[src/rtl/switch_cond_pkg.sv]
// Shared types and defaults for the switch conditioning front end.
package switch_cond_pkg;

  typedef enum logic [1:0] {
    S_LOW       = 2'd0,
    S_WAIT_HIGH = 2'd1,
    S_HIGH      = 2'd2,
    S_WAIT_LOW  = 2'd3
  } state_e;

  localparam int DEFAULT_DEBOUNCE_CYCLES = 4;

endpackage

[src/rtl/sync_2ff.sv]
// Two-flop synchronizer for one asynchronous board input.
module sync_2ff (
  input  logic clk,
  input  logic rst,
  input  logic d_i,
  output logic q_o
);

  logic ff1_q;
  logic ff2_q;

  always_ff @(posedge clk or posedge rst) begin
    if (rst) begin
      ff1_q <= 1'b0;
      ff2_q <= 1'b0;
    end else begin
      ff1_q <= d_i;
      ff2_q <= ff1_q;
    end
  end

  assign q_o = ff2_q;

endmodule

[src/rtl/switch_control_conditioner.sv]
// Synchronizes and debounces a raw switch into a clean control level
// with one-cycle press/release pulses and an optional toggle mode.
module switch_control_conditioner
  import switch_cond_pkg::*;
#(
  parameter int DEBOUNCE_CYCLES = DEFAULT_DEBOUNCE_CYCLES,
  parameter bit TOGGLE_MODE     = 1'b0,
  parameter bit CONTROL_RESET   = 1'b1
) (
  input  logic clk,
  input  logic rst,
  input  logic sw_in,
  output logic control,
  output logic press_pulse,
  output logic release_pulse,
  output logic settling
);

  localparam int CW =
    (DEBOUNCE_CYCLES > 1) ? $clog2(DEBOUNCE_CYCLES) : 1;
  localparam logic [CW-1:0] CNT_LAST = CW'(DEBOUNCE_CYCLES - 1);
  localparam logic CTL_RST = TOGGLE_MODE ? CONTROL_RESET : 1'b0;

  logic          sync;
  state_e        state_q, state_d;
  logic [CW-1:0] cnt_q, cnt_d;
  logic          press_q, press_d;
  logic          rel_q, rel_d;
  logic          control_q, control_d;

  sync_2ff u_sync (
    .clk (clk),
    .rst (rst),
    .d_i (sw_in),
    .q_o (sync)
  );

  always_comb begin
    state_d   = state_q;
    cnt_d     = cnt_q;
    press_d   = 1'b0;
    rel_d     = 1'b0;
    control_d = control_q;
    unique case (state_q)
      S_LOW: begin
        if (sync) begin
          state_d = S_WAIT_HIGH;
          cnt_d   = '0;
        end
      end
      S_WAIT_HIGH: begin
        if (!sync) begin
          state_d = S_LOW;
        end else if (cnt_q == CNT_LAST) begin
          state_d = S_HIGH;
          press_d = 1'b1;
        end else begin
          cnt_d = cnt_q + 1'b1;
        end
      end
      S_HIGH: begin
        if (!sync) begin
          state_d = S_WAIT_LOW;
          cnt_d   = '0;
        end
      end
      S_WAIT_LOW: begin
        if (sync) begin
          state_d = S_HIGH;
        end else if (cnt_q == CNT_LAST) begin
          state_d = S_LOW;
          rel_d   = 1'b1;
        end else begin
          cnt_d = cnt_q + 1'b1;
        end
      end
    endcase
    // Level mode tracks the debounced level of the next state.
    if (TOGGLE_MODE) begin
      control_d = control_q ^ press_d;
    end else begin
      control_d = (state_d == S_HIGH) | (state_d == S_WAIT_LOW);
    end
  end

  always_ff @(posedge clk or posedge rst) begin
    if (rst) begin
      state_q   <= S_LOW;
      cnt_q     <= '0;
      press_q   <= 1'b0;
      rel_q     <= 1'b0;
      control_q <= CTL_RST;
    end else begin
      state_q   <= state_d;
      cnt_q     <= cnt_d;
      press_q   <= press_d;
      rel_q     <= rel_d;
      control_q <= control_d;
    end
  end

  assign control       = control_q;
  assign press_pulse   = press_q;
  assign release_pulse = rel_q;
  assign settling      = (state_q == S_WAIT_HIGH) |
                         (state_q == S_WAIT_LOW);

endmodule

[config.mk]
export PLATFORM = sky130hd
export DESIGN_NAME = switch_control_conditioner
export DESIGN_NICKNAME = d
export VERILOG_FILES = /design/src/rtl/switch_cond_pkg.sv /design/src/rtl/sync_2ff.sv /design/src/rtl/switch_control_conditioner.sv
export SDC_FILE = /design/constraint.sdc
export NUM_CORES = 1
export LEC_CHECK = 0
export BUFFER_PORTS_ARGS = -buffer_cell sky130_fd_sc_hd__buf_2
export CELL_PAD_IN_SITES_DETAIL_PLACEMENT = 2
export CELL_PAD_IN_SITES_GLOBAL_PLACEMENT = 2
export CORE_AREA = 10 10 47 49
export DETAILED_ROUTE_END_ITERATION = 7
export DIE_AREA = 0 0 57 59
export PLACE_DENSITY_LB_ADDON = 0.1
export SYNTH_ARGS = -nofsm -noshare
export SYNTH_HDL_FRONTEND = slang
export SYNTH_SLANG_ARGS = --single-unit
[constraint.sdc]
create_clock -name clk -period 1.6 [get_ports clk]
set_input_delay 0.16 -clock clk [delete_from_list [all_inputs] [get_ports clk]]
set_output_delay 0.16 -clock clk [all_outputs]
set_load 0.1 [all_outputs]
Yosys cells after proc, flatten, opt, wreduce, memory -nomap -nowiden
Index checks and enable logic that the tools add are counted.
{"block": "totals", "out_inout_bits": 4, "regBits": 9, "in_bits": 3}
{"block": "op_classes", "bitwise_logic": 2, "add_sub_neg": 1, "reduce_logical": 2, "eq_ne": 10, "mux": 18}
{"op": "$mux W2", "n": 11}
{"op": "$pmux W2 S4", "n": 2}
{"op": "$eq A2 B2 Y1 const B", "n": 5}
{"op": "$mux W1", "n": 5}
{"op": "$ne A2 B1 Y1 const B", "n": 2}
{"op": "$ne A2 B2 Y1 const B", "n": 2}
{"op": "$reduce_and A4 Y1", "n": 1}
{"op": "$add A2 B1 Y2 const B", "n": 1}
{"op": "$eq A2 B1 Y1 const B", "n": 1}
{"op": "$logic_not A2 Y1", "n": 1}
{"op": "$or A1 B1 Y1", "n": 2}

Depth between registers and ports, before layout
Gate-level depths: netlist of run 1.
{"block": "depth", "ltp_word": 6, "ltp_mapped": 4}

Cells and area by module
Synthesis of run 1 repeated with hierarchy kept, for this count alone.
{"block": "unflattened", "hier_cells": 27, "hier_area_um2": 344.1}
{"module": "switch_control_conditioner", "area_each_um2": 290.3, "instances": 1, "cells_each": 24, "seq_area_each_um2": 175.2}
{"module": "sync_2ff", "area_each_um2": 53.8, "instances": 1, "cells_each": 3, "seq_area_each_um2": 50.0}

Worst setup path after synthesis of run 1
Ideal clock, no wire load.
{"block": "synth_path", "path_kind": "flip-flop to output port", "startpoint": "reg state_q[0]", "endpoint": "out settling", "arrival_ns": 1.228, "path_slack_ns": 0.212, "t_required_ns": 1.440, "path_stages_with_launch": 2, "cell_sequence": "dfrtp_1 > clkbuf_1"}
{"block": "synth_between", "elab_chain_len": 2}
{"item": "from (decl)", "line_no": "switch_control_conditioner.sv:25", "text": "state_e state_q, state_d;"}
{"item": "from (signal assigned)", "line_no": "switch_control_conditioner.sv:94", "text": "state_q <= state_d;"}
{"item": "$eq A2 B1 Y1 or $eq A2 B2 Y1 (tied branches)", "line_no": "switch_control_conditioner.sv:105, switch_control_conditioner.sv:106"}
{"item": "$or A1 B1 Y1 (*)", "line_no": "switch_control_conditioner.sv:105", "text": "assign settling = (state_q == S_WAIT_HIGH) |"}
{"item": "to (decl)", "line_no": "switch_control_conditioner.sv:16", "text": "output logic settling"}
Mark *: on every way between the ends. The rest lies on a longest branch, timed or not.

Worst setup path after layout of run 1
Same ends and word-level chain as after synthesis.

==> impl_results.md, run 1 <==
- Multi-input logic area: 103.9 sq um
- CP Capture Type: output port
- Placed cell count: 47
- Reg2reg start: cnt_q[1]$_DFFE_PP0P_
- Die H: 59 microns
- CP Cell Sequence: buf_2
- Relative slew slack: 67.46%
- P_sw: 414.3 uW
- Internal reg-to-reg setup slack: 0.33 ns
- Hold Path Stages: 0
- Num Clock Sinks: 9
- Fmax: 783.5 MHz
- Pwr dens: 2060 mW/mm^2
- Critical Path AT: 1.12 ns
- Port buffer count: 6
- Via count: 230
- Number of global-route vias before repair: 262
- Sequential area share after synthesis: 66.18%
- Pwr Total: 891.6 uW
- Max IR drop VDD: 0.7336 mV
- Period utilization: 79.77%
- Switch share: 46.47%
- Core Area: 0.001401 sq mm
- Worst stage delay on the critical path: 0.45 ns
- Status: finished clean
- Hold Startpoint: u_sync.ff1_q$_DFF_PP0_
- DIE WIDTH: 57 microns
- Gate count of the mapped netlist: 26
- Global-route wire length before repair: 1.145 mm
- Slew @ Worst Pin: 0.4914 ns
- Critical path fanouts, max: 5
- Antenna violations before repair: 0
- FF-to-FF End: control$_DFF_PP0_
- Total gr overflow: 0
- Worst EP required: 1.44 ns
- Final setup viols: 0
- Net Count, Synth: 30
- Share of cells above drive strength 1: 24.32%
- Initial cell density of the core: 24.29%
- Slew Limit Fails: 0
- Sequential power share: 38.3%
- Commonest cells post-synth: 9 x dfrtp_1, 3 x nand2_1, 2 x inv_1, 2 x mux2_1, 2 x nor3b_1
- Worst r2r path cells: 3
- GPL Wtd Cong: 0.5972
- Clock share of power: 19.3%
- Max H-tree Level: 1
- Drt first pass iters: 1
- Max Cap Viol: 0
- Cell taking the most area after synthesis: dfrtp_1
- Post-synth EDFFs: 0
- Final setup TNS: 0 ns
- # diodes: 0
- Ys Warns: 0
- Count of cell types in the netlist: 13
- Main synth FF type: dfrtp_1
- Most instantiated library cell after synthesis: dfrtp_1
- Max Buffers Root-to-Sink: 2
- Clock transition at the registers of the reported paths: 0.05 ns
- Worst Hold Class: reg -> reg
- Combinational share of power: 42.4%
- Detailed Route WL: 714 microns
- Via/cell ratio: 4.340
- Nets: 42
- Routed wire length per instance: 13.47 microns
- Internal: 477.3 uW
- Latest clock arrival within the worst-skew pair: 0.26 ns
- Hold Path Sink: u_sync.q_o$_DFF_PP0_
- Dpl hpwl: 556.7 microns
- Top cells by area, synth: dfrtp_1 66%, mux2_1 6.6%, nor3b_1 4.4%
- Final hold vios: 0
- CP top delay family: buffers and inverters
- DRC: 0
- Asr flop ratio synth: 100.0%
- Pin count of the biggest net entering global routing: 10
- Fill count: 168
- Critical-path top delay cell: buf_2
- Critical path type: reg -> out
- Element type at the critical path start: register
- RSZ-0062 raised after global routing: no
- CTS tree: yes
- Number of buffers and inverters on the critical path: 1
- Reg area: 225.2 sq um
- Final std cells w/o fill: 53
- TritonCTS buffer count: 3
- Pleak: 0.0002110 uW
- GRT Resource Usage Total: 4.774%
- Layout area overhead: 27.21%
- I/O pin count: 7
- Period minus WS final: 1.276 ns
- Die area: 0.003363 sq mm
- ANT nets after route: 0
- Yosys reg bits: 9
- Rows: 14
- Netlist Area Pre-Place: 340.3 sq um
- Mapped Avg Cell Area: 13.09 sq um
- Detailed Route Iter0 Violations: 0
- Clock Skew: 0.007568 ns
- Post-synth top area share: 66.18%
- Root buf cell: clkbuf_4
cells by family (layout without fill, tap and decap cells):
| family | count (synthesis) | in the layout | synth area share (%) |
|---|---|---|---|
| AOI/OAI and AO/OA | 4 | 4 | 8.086 |
| adders and majority gates | 1 | 1 | 3.676 |
| buffers and inverters | 3 | 14 | 3.309 |
| and+or+nand+nor | 6 | 6 | 9.558 |
| muxes | 2 | 2 | 6.617 |
| xor gates and xnor gates | 1 | 1 | 2.574 |
| DFF | 9 | 9 | 66.18 |
cell usage in the layout, fill, tap and decap left out:
master	synthesis	layout
nand2b_1	1	1
dfrtp_1	9	9
o32ai_1	1	1
a21oi_1	1	1
nand2_1	3	3
o21ai_1	1	1
buf_2	0	6
dlygate4sd3_1	0	2
mux2_1	2	2
a22o_1	1	1
ha_1	1	1
xnor2_1	1	1
clkbuf_1	1	1
nor3b_1	2	2
inv_1	2	2
clkbuf_4	0	3
layer usage:
| metal | track usage [%] | wire [microns] | vias to the layer above |
|---|---|---|---|
| met5 | 0 | 0 | - |
| met4 | 5.034 | 0 | 0 |
| met3 | 2.575 | 22 | 0 |
| met2 | 8.372 | 452 | 2 |
| met1 | 3.486 | 240 | 118 |
| li1 | - | - | 110 |
state kept, by name, summed over array words and instances (netlist names):
signal,count
press_pulse,1
control,1
cnt_q,2
state_q,2
u_sync.q_o,1
u_sync.ff1_q,1
release_pulse,1
how the worst max path moves through the flow:
stage,from,endpoint,slack [ns],depth (start not counted)
2_1_floorplan,state_q[0]$_DFF_PP0_,settling,0.21,1
3_3_place_gp,cnt_q[0]$_DFFE_PP0P_,control$_DFF_PP0_,0.35,3
3_5_place_dp,cnt_q[0]$_DFFE_PP0P_,control$_DFF_PP0_,0.33,3
4_1_cts,state_q[0]$_DFF_PP0_,settling,0.29,1
5_1_grt,cnt_q[1]$_DFFE_PP0P_,control$_DFF_PP0_,0.24,3
6_report,state_q[0]$_DFF_PP0_,settling,0.32,1
layout make-up:
cell class / count / share of cell area (%)
repair buffers: 8 / 11.56
multi-input cells: 14 / 23.99
inverters: 2 / 1.734
well taps: 16 / 4.624
clock buffers: 4 / 6.069
flip-flops and latches: 9 / 52.02
metrics by stage:
stage | setup WS, ns | utilization [%] | hold WS [ns] | instance area [sq um]
finish | 0.3237 | 30.89 | 0.3535 | 432.9
global route | 0.2405 | 30.89 | 0.3707 | 432.9
CTS | 0.2861 | 30.89 | 0.3601 | 432.9
detailed placement | 0.3278 | 27.59 | 0.1383 | 386.6
global placement | 0.3535 | 27.59 | 0.1315 | 386.6
floorplan | 0.2121 | - | -0.01208 | 340.3
power by group through the flow:
stage | Sequential, uW | Combinational, uW | Clock, uW
global placement | 340 | 367 | 0
CTS | 344 | 389 | 187
detailed placement | 345 | 385 | 0
finish | 342 | 378 | 172
floorplan | 431 | 224 | 0
global route | 354 | 403 | 197
what timing repair did:
item / in CTS / in global routing
hold endpoints to repair: 10 / 0
resized for setup: 0 / 0
setup buffers: 0 / 0
hold buffers: 2 / 0
Note: power is estimated with default switching activity, not from simulation.
==> run 2, diff against run 1 <==
--- a/config.mk
+++ b/config.mk
@@ -5,6 +5,7 @@
 export SDC_FILE = /design/constraint.sdc
 export NUM_CORES = 1
 export LEC_CHECK = 0
+export ABC_AREA = 1
 export BUFFER_PORTS_ARGS = -buffer_cell sky130_fd_sc_hd__buf_2
 export CELL_PAD_IN_SITES_DETAIL_PLACEMENT = 2
 export CELL_PAD_IN_SITES_GLOBAL_PLACEMENT = 2
==> constraint.sdc (replaced) <==
create_clock -name clk -period 1.3 [get_ports clk]
set_input_delay 0.13 -clock clk [delete_from_list [all_inputs] [get_ports clk]]
set_output_delay 0.13 -clock clk [all_outputs]
set_load 0.1 [all_outputs]
==> run 2 against run 1 <==
Critical path depth is 4 higher. Worst hold slack worse by 0.013 ns. Clock-buffer cell count did not move. Cell count increased by 19%. Routed wire length shrank 5.9%. First-iteration DRC count up 1. Via count increased by 12%. Critical path type is now reg -> reg. Highest routed layer unchanged.
==> impl_results.md, run 2 <==
- Layout area overhead: 31.16%
- Max H-tree Level: 1
- Regs by FF count: cnt_q (2), state_q (2)
- CP Capture Type: register
- Share of cells above drive strength 1: 23.40%
- Pin count of the biggest net entering global routing: 10
- Clock share of power: 18.8%
- Clock transition at the registers of the reported paths: 0.06 ns
- Post-synth top area share: 65.22%
- Rows: 14
- Placed cell area: 406.6 sq um
- Num Clock Sinks: 9
- Asr flop ratio synth: 100.0%
- Yosys reg bits: 9
- Port buffer count: 6
- Complex-gate fraction of the synthesized area: 1.449%
- I/O pin count: 7
- Placed cell count: 57
- Final std cells w/o fill: 63
- Final setup viols: 0
- DRC: 0
- Count of cell types in the netlist: 10
- Commonest cells post-synth: 9 x dfrtp_1, 9 x nand2_1, 8 x inv_1
- Number of buffers and inverters on the critical path: 1
- Critical Path AT: 1.26 ns
- Core Area: 0.001401 sq mm
- Main synth FF type: dfrtp_1
- Routed wire length per instance: 10.67 microns
- P_sw: 501.5 uW
- Net Count, Synth: 40
- Post-synth EDFFs: 0
- Relative slew slack: 67.59%
- Latest clock arrival within the worst-skew pair: 0.25 ns
- Design area: 452.9 sq um
- Cell taking the most area after synthesis: dfrtp_1
- Combinational share of power: 44.3%
- Worst r2r path cells: 5
- RSZ-0062 raised after global routing: no
- Pleak: 0.0002663 uW
- Slew Limit Fails: 0
- Nets: 52
- Internal: 595.7 uW
- Internal reg-to-reg setup slack: 0.17 ns
- Via/cell ratio: 4.095
- CP top delay family: flip-flops
- Root buf cell: clkbuf_4
- Main combinational cell family by area after synthesis: simple AND/OR/NAND/NOR gates
- Antenna violations before repair: 0
- Dpl hpwl: 571.8 microns
- Netlist Area Pre-Place: 345.3 sq um
- Period utilization: 87.10%
- Mux share of post-synthesis cell area: 0%
- Most frequent cells in the layout: 9 x nand2_1, 9 x dfrtp_1, 8 x inv_1, 5 x buf_2, 3 x clkbuf_4
- Pwr Total: 1097 uW
- GPL Wtd Cong: 0.6491
- Met2 usage: 8.217%
- Critical-path top delay cell: dfrtp_1
- Max IR drop VDD: 0.7843 mV
- Sequential power share: 36.9%
- Critical path type: reg -> reg
- Total gr overflow: 0
- Via count: 258
- CP Cell Sequence: ha_1, nand2_2, nand2_1, o21ai_1, inv_1
- Sequential area share after synthesis: 65.22%
- TritonCTS buffer count: 3
- Grt met3 use: 2.361%
- Status: finished clean
- Synth Area in Adders: 3.623%
- Final hold vios: 0
- CTS tree: yes
- Number of global-route vias before repair: 311
- Drt first pass iters: 2
- GRT Resource Usage Total: 4.656%
- Top cells by area, synth: dfrtp_1 65%, nand2_1 9.8%, inv_1 8.7%
- Ys Warns: 0
- Synth Area in Simple Gates: 19.93%
- Worst stage delay on the critical path: 0.40 ns
- ANT nets after route: 0
- Worst EP required: 1.43 ns
- Hold Path Stages: 0
- Critical path fanouts, max: 7
- Gate count of the mapped netlist: 36
- Pwr dens: 2423 mW/mm^2
- Synth Area in XOR/XNOR: 0%
- Global-route wire length before repair: 1.255 mm
- Slew @ Worst Pin: 0.4895 ns
- Fmax: 883.2 MHz
- # diodes: 0
- Initial cell density of the core: 24.64%
- Post-cts gate resize count: 0
- Layer with the highest usage: met2
- Mapped Avg Cell Area: 9.593 sq um
- Worst Hold Class: reg -> reg
- Clock Skew: 0.006846 ns
- Detailed Route Iter0 Violations: 1
- Met1 Usage GRT: 4.479%
- DIE WIDTH: 57 microns
- Detailed Route WL: 672 microns
- Max Buffers Root-to-Sink: 2
- Switch share: 45.71%
- Worst path depth: 5
- Die area: 0.003363 sq mm
- Die H: 59 microns
- Max Cap Viol: 0
- Period minus WS final: 1.132 ns
- Final setup TNS: 0 ns
- Element type at the critical path start: register
==> run 2: cell count changes in the layout (fill, tap and decap cells not counted), moves of 2 or more <==
cell	delta
nand2_1	+6
inv_1	+6
nand2_2	+2
mux2_1	-2
nor2_1	+2
nand3_1	+2
nor3b_1	-2
==> run 2: final cells by class <==
| cell class | instances | area (sq um) |
|---|---|---|
| clock buffers | 4 | 26.28 |
| inverters | 8 | 30.03 |
| fillers | 158 | 948.4 |
| flip-flops and latches | 9 | 225.2 |
| well taps | 16 | 20.02 |
| repair buffers | 8 | 65.06 |
| multi-input cells | 18 | 86.33 |
==> run 2: power by group through the flow <==
stage | Clock, uW | Sequential, uW | Combinational [uW]
floorplan | 0 | 522 | 251
global placement | 0 | 404 | 475
detailed placement | 0 | 412 | 492
CTS | 221 | 407 | 497
global route | 231 | 420 | 525
finish | 206 | 405 | 486
==> run 2: worst reg2reg max path, stage by stage, from the launching register on <==
cell	delay, ns
dfrtp_1	0.40
ha_1	0.22
nand2_2	0.14
nand2_1	0.07
o21ai_1	0.12
inv_1	0.06
==> run 2: final timing paths <==
check,start,end
worst max-delay path,cnt_q[0]$_DFFE_PP0P_,state_q[1]$_DFF_PP0_
worst max register to register,cnt_q[0]$_DFFE_PP0P_,state_q[1]$_DFF_PP0_
worst min register to register,u_sync.ff1_q$_DFF_PP0_,u_sync.q_o$_DFF_PP0_
max in group asynchronous,rst,u_sync.ff1_q$_DFF_PP0_
min in group asynchronous,rst,control$_DFF_PP0_
worst min-delay path,u_sync.ff1_q$_DFF_PP0_,u_sync.q_o$_DFF_PP0_
==> run 2: routing by layer <==
layer	routed length (microns)	part of all wire, %	up-vias
met1	287	43	126
li1	-	-	127
met5	0	0	-
met2	345	51	5
met4	0	0	0
met3	38	5.7	0
==> run 2: per-stage QoR <==
step | hold WS (ns) | worst slack (ns) | utilization [%]
after floorplan | -0.04208 | 0.2867 | -
after global placement | 0.09501 | 0.2439 | 29.02
after detailed placement | 0.1116 | 0.1674 | 29.02
after CTS | 0.3448 | 0.1503 | 32.32
after global routing | 0.3716 | 0.08355 | 32.32
final | 0.3408 | 0.1677 | 32.32
==> run 2: cells by family (layout without fill, tap and decap cells) <==
kind of cell / count (synthesis) / after routing
DFF: 9 / 9
buffers and inverters: 9 / 20
and+or+nand+nor: 16 / 16
adders and majority gates: 1 / 1
AOI/OAI and AO/OA: 1 / 1
==> run 2: what timing repair did <==
action                    CTS  global route
hold buffers                2             0
hold endpoints to repair   10             0
buffers inserted            0             0
==> run 3, diff against run 2 <==
--- a/config.mk
+++ b/config.mk
@@ -5,7 +5,6 @@
 export SDC_FILE = /design/constraint.sdc
 export NUM_CORES = 1
 export LEC_CHECK = 0
-export ABC_AREA = 1
 export BUFFER_PORTS_ARGS = -buffer_cell sky130_fd_sc_hd__buf_2
 export CELL_PAD_IN_SITES_DETAIL_PLACEMENT = 2
 export CELL_PAD_IN_SITES_GLOBAL_PLACEMENT = 2
==> run 3 against run 2 <==
Clock power is essentially flat. Clock skew shrank 0.0048 ns. Largest cell class unchanged. Clock-buffer cell count stayed put. Cell count down 13%. Routed wire length up 8.9%. Critical endpoint is now control$_DFF_PP0_. Global-route usage up 0.34 points.
==> impl_results.md, run 3 (synthesis results as in run 1) <==
- Status: finished clean
- Layer with the highest usage: met2
- Antenna violations before repair: 0
- Fmax: 811.5 MHz
- Met2 usage: 8.527%
- CP Capture Type: register
- Layout area overhead: 36.03%
- Slew @ Worst Pin: 0.4933 ns
- Multi-input logic area: 103.9 sq um
- Combinational share of power: 48.2%
- DIE WIDTH: 57 microns
- GPL Wtd Cong: 0.5763
- Routed wire length per instance: 13.31 microns
- Worst stage delay on the critical path: 0.39 ns
- Clock Skew: 0.002062 ns
- RSZ-0062 raised after global routing: no
- Clock share of power: 17.2%
- Final std cells w/o fill: 55
- GRT Resource Usage Total: 4.996%
- Critical Path AT: 1.36 ns
- Global-route wire length before repair: 1.207 mm
- FF-to-FF End: control$_DFF_PP0_
- Final setup viols: 0
- Final hold vios: 0
- CP startpoint: cnt_q[0]$_DFFE_PP0P_
- Max Buffers Root-to-Sink: 2
- Root buf cell: clkbuf_4
- # diodes: 0
- Internal: 661.1 uW
- Share of cells above drive strength 1: 28.21%
- Rows: 14
- Reg area: 225.2 sq um
- Slew Limit Fails: 0
- Worst Hold Class: reg -> reg
- I/O pin count: 7
- Core Area: 0.001401 sq mm
- Period minus WS final: 1.232 ns
- Total gr overflow: 0
- Internal reg-to-reg setup slack: 0.07 ns
- P_sw: 517.9 uW
- Regs by FF count: cnt_q (2), state_q (2)
- CTS tree: yes
- Die H: 59 microns
- Via/cell ratio: 4.273
- DRC: 0
- Worst setup path endpoint: control$_DFF_PP0_
- Max IR drop VDD: 0.7880 mV
- Clock transition at the registers of the reported paths: 0.06 ns
- Element type at the critical path start: register
- Detailed Route Iter0 Violations: 0
- Pleak: 0.0002266 uW
- Worst EP required: 1.43 ns
- Postcts setup bufs: 0
- Drt first pass iters: 1
- Switch share: 43.93%
- Initial cell density of the core: 24.29%
- Via count: 235
- Fill count: 161
- Critical-path top delay cell: dfrtp_1
- Critical path type: reg -> reg
- Max H-tree Level: 1
- Period utilization: 94.79%
- Post-Route Utilization: 33.04%
- Pin count of the biggest net entering global routing: 10
- Dpl hpwl: 579.4 microns
- Final setup TNS: 0 ns
- TritonCTS buffer count: 3
- Latest clock arrival within the worst-skew pair: 0.25 ns
- Num Clock Sinks: 9
- Max Cap Viol: 0
- Critical path fanouts, max: 4
- Die area: 0.003363 sq mm
- Number of global-route vias before repair: 271
- Commonest non-fill, non-tap cell in the layout: dfrtp_1
- CP Cell Sequence: ha_1, nand2_1, mux2_1
- Detailed Route WL: 732 microns
- Reg2reg start: cnt_q[0]$_DFFE_PP0P_
- Most frequent cells in the layout: 9 x dfrtp_1, 5 x buf_2, 3 x nand2_1, 3 x clkbuf_4
- ANT nets after route: 0
- Placed cell count: 49
- Met1 Usage GRT: 3.976%
- Grt met3 use: 1.931%
- Port buffer count: 6
- Pwr dens: 2547 mW/mm^2
- Nets: 44
- Worst r2r path cells: 3
- Relative slew slack: 67.34%
- Pwr Total: 1179 uW
- Sequential power share: 34.6%
## run 3: cell types whose count changed in the layout (fill, tap and decap cells not counted), sizes merged
cell	before	now
nand2	11	3
inv	8	2
buf	6	8
mux2	0	2
nand3	2	0
nor2	2	0
nor3b	0	2
a21oi	0	1
a22o	0	1
nand2b	0	1
nor3	1	0
o32ai	0	1
xnor2	0	1
## run 3: power by group through the flow
stage | Combinational [uW] | Clock, uW | Sequential (uW)
floorplan | 280 | 0 | 530
global placement | 555 | 0 | 405
detailed placement | 573 | 0 | 414
CTS | 580 | 215 | 410
global route | 599 | 233 | 422
finish | 569 | 203 | 408
## run 3: critical path, delay by kind of cell, from the launching register on
family | cells | cell delay [ns]
adder cells (fa/ha/maj) | 1 | 0.22
flip-flops | 1 | 0.39
multiplexers | 1 | 0.35
AND/OR/NAND/NOR | 1 | 0.15
## run 3: how the worst min path moves through the flow
stage                                start                      to  slack [ns]  cells after the start
floorplan                              rst    cnt_q[0]$_DFFE_PP0P_       -0.04                      1
global placement                       rst  u_sync.ff1_q$_DFF_PP0_         0.1                      2
detailed placement                     rst    u_sync.q_o$_DFF_PP0_        0.11                      2
CTS                 u_sync.ff1_q$_DFF_PP0_    u_sync.q_o$_DFF_PP0_        0.36                      0
global route        u_sync.ff1_q$_DFF_PP0_    u_sync.q_o$_DFF_PP0_        0.38                      0
finish              u_sync.ff1_q$_DFF_PP0_    u_sync.q_o$_DFF_PP0_        0.35                      0
## run 3: what timing repair did
item,4_1_cts,5_1_grt
hold buffers,2,0
resized for setup,0,0
hold endpoints to repair,10,0
## run 3: cell type report
type,count,share of cell area (%)
Clock buffer,4,5.676
Inverter,2,1.622
Multi-Input combinational cell,14,22.43
Sequential cell,9,48.65
Tap cell,16,4.324
Timing Repair Buffer,10,17.30
## run 3: metrics by stage
stage | area (sq um) | worst slack, ns | hold WS, ns
global placement | 416.7 | 0.1127 | 0.09767
finish | 462.9 | 0.06772 | 0.3523
detailed placement | 416.7 | 0.06386 | 0.1121
global route | 462.9 | 0.01027 | 0.3764
CTS | 462.9 | 0.05063 | 0.3586
floorplan | 341.6 | 0.1359 | -0.04208
## run 3: per-layer routing
| layer | vias up | routed length, microns | share of wire [%] |
|---|---|---|---|
| met5 | - | 0 | 0 |
| met4 | 0 | 37 | 5.1 |
| met1 | 114 | 274 | 37 |
| li1 | 112 | - | - |
| met2 | 5 | 399 | 55 |
| met3 | 4 | 20 | 2.7 |
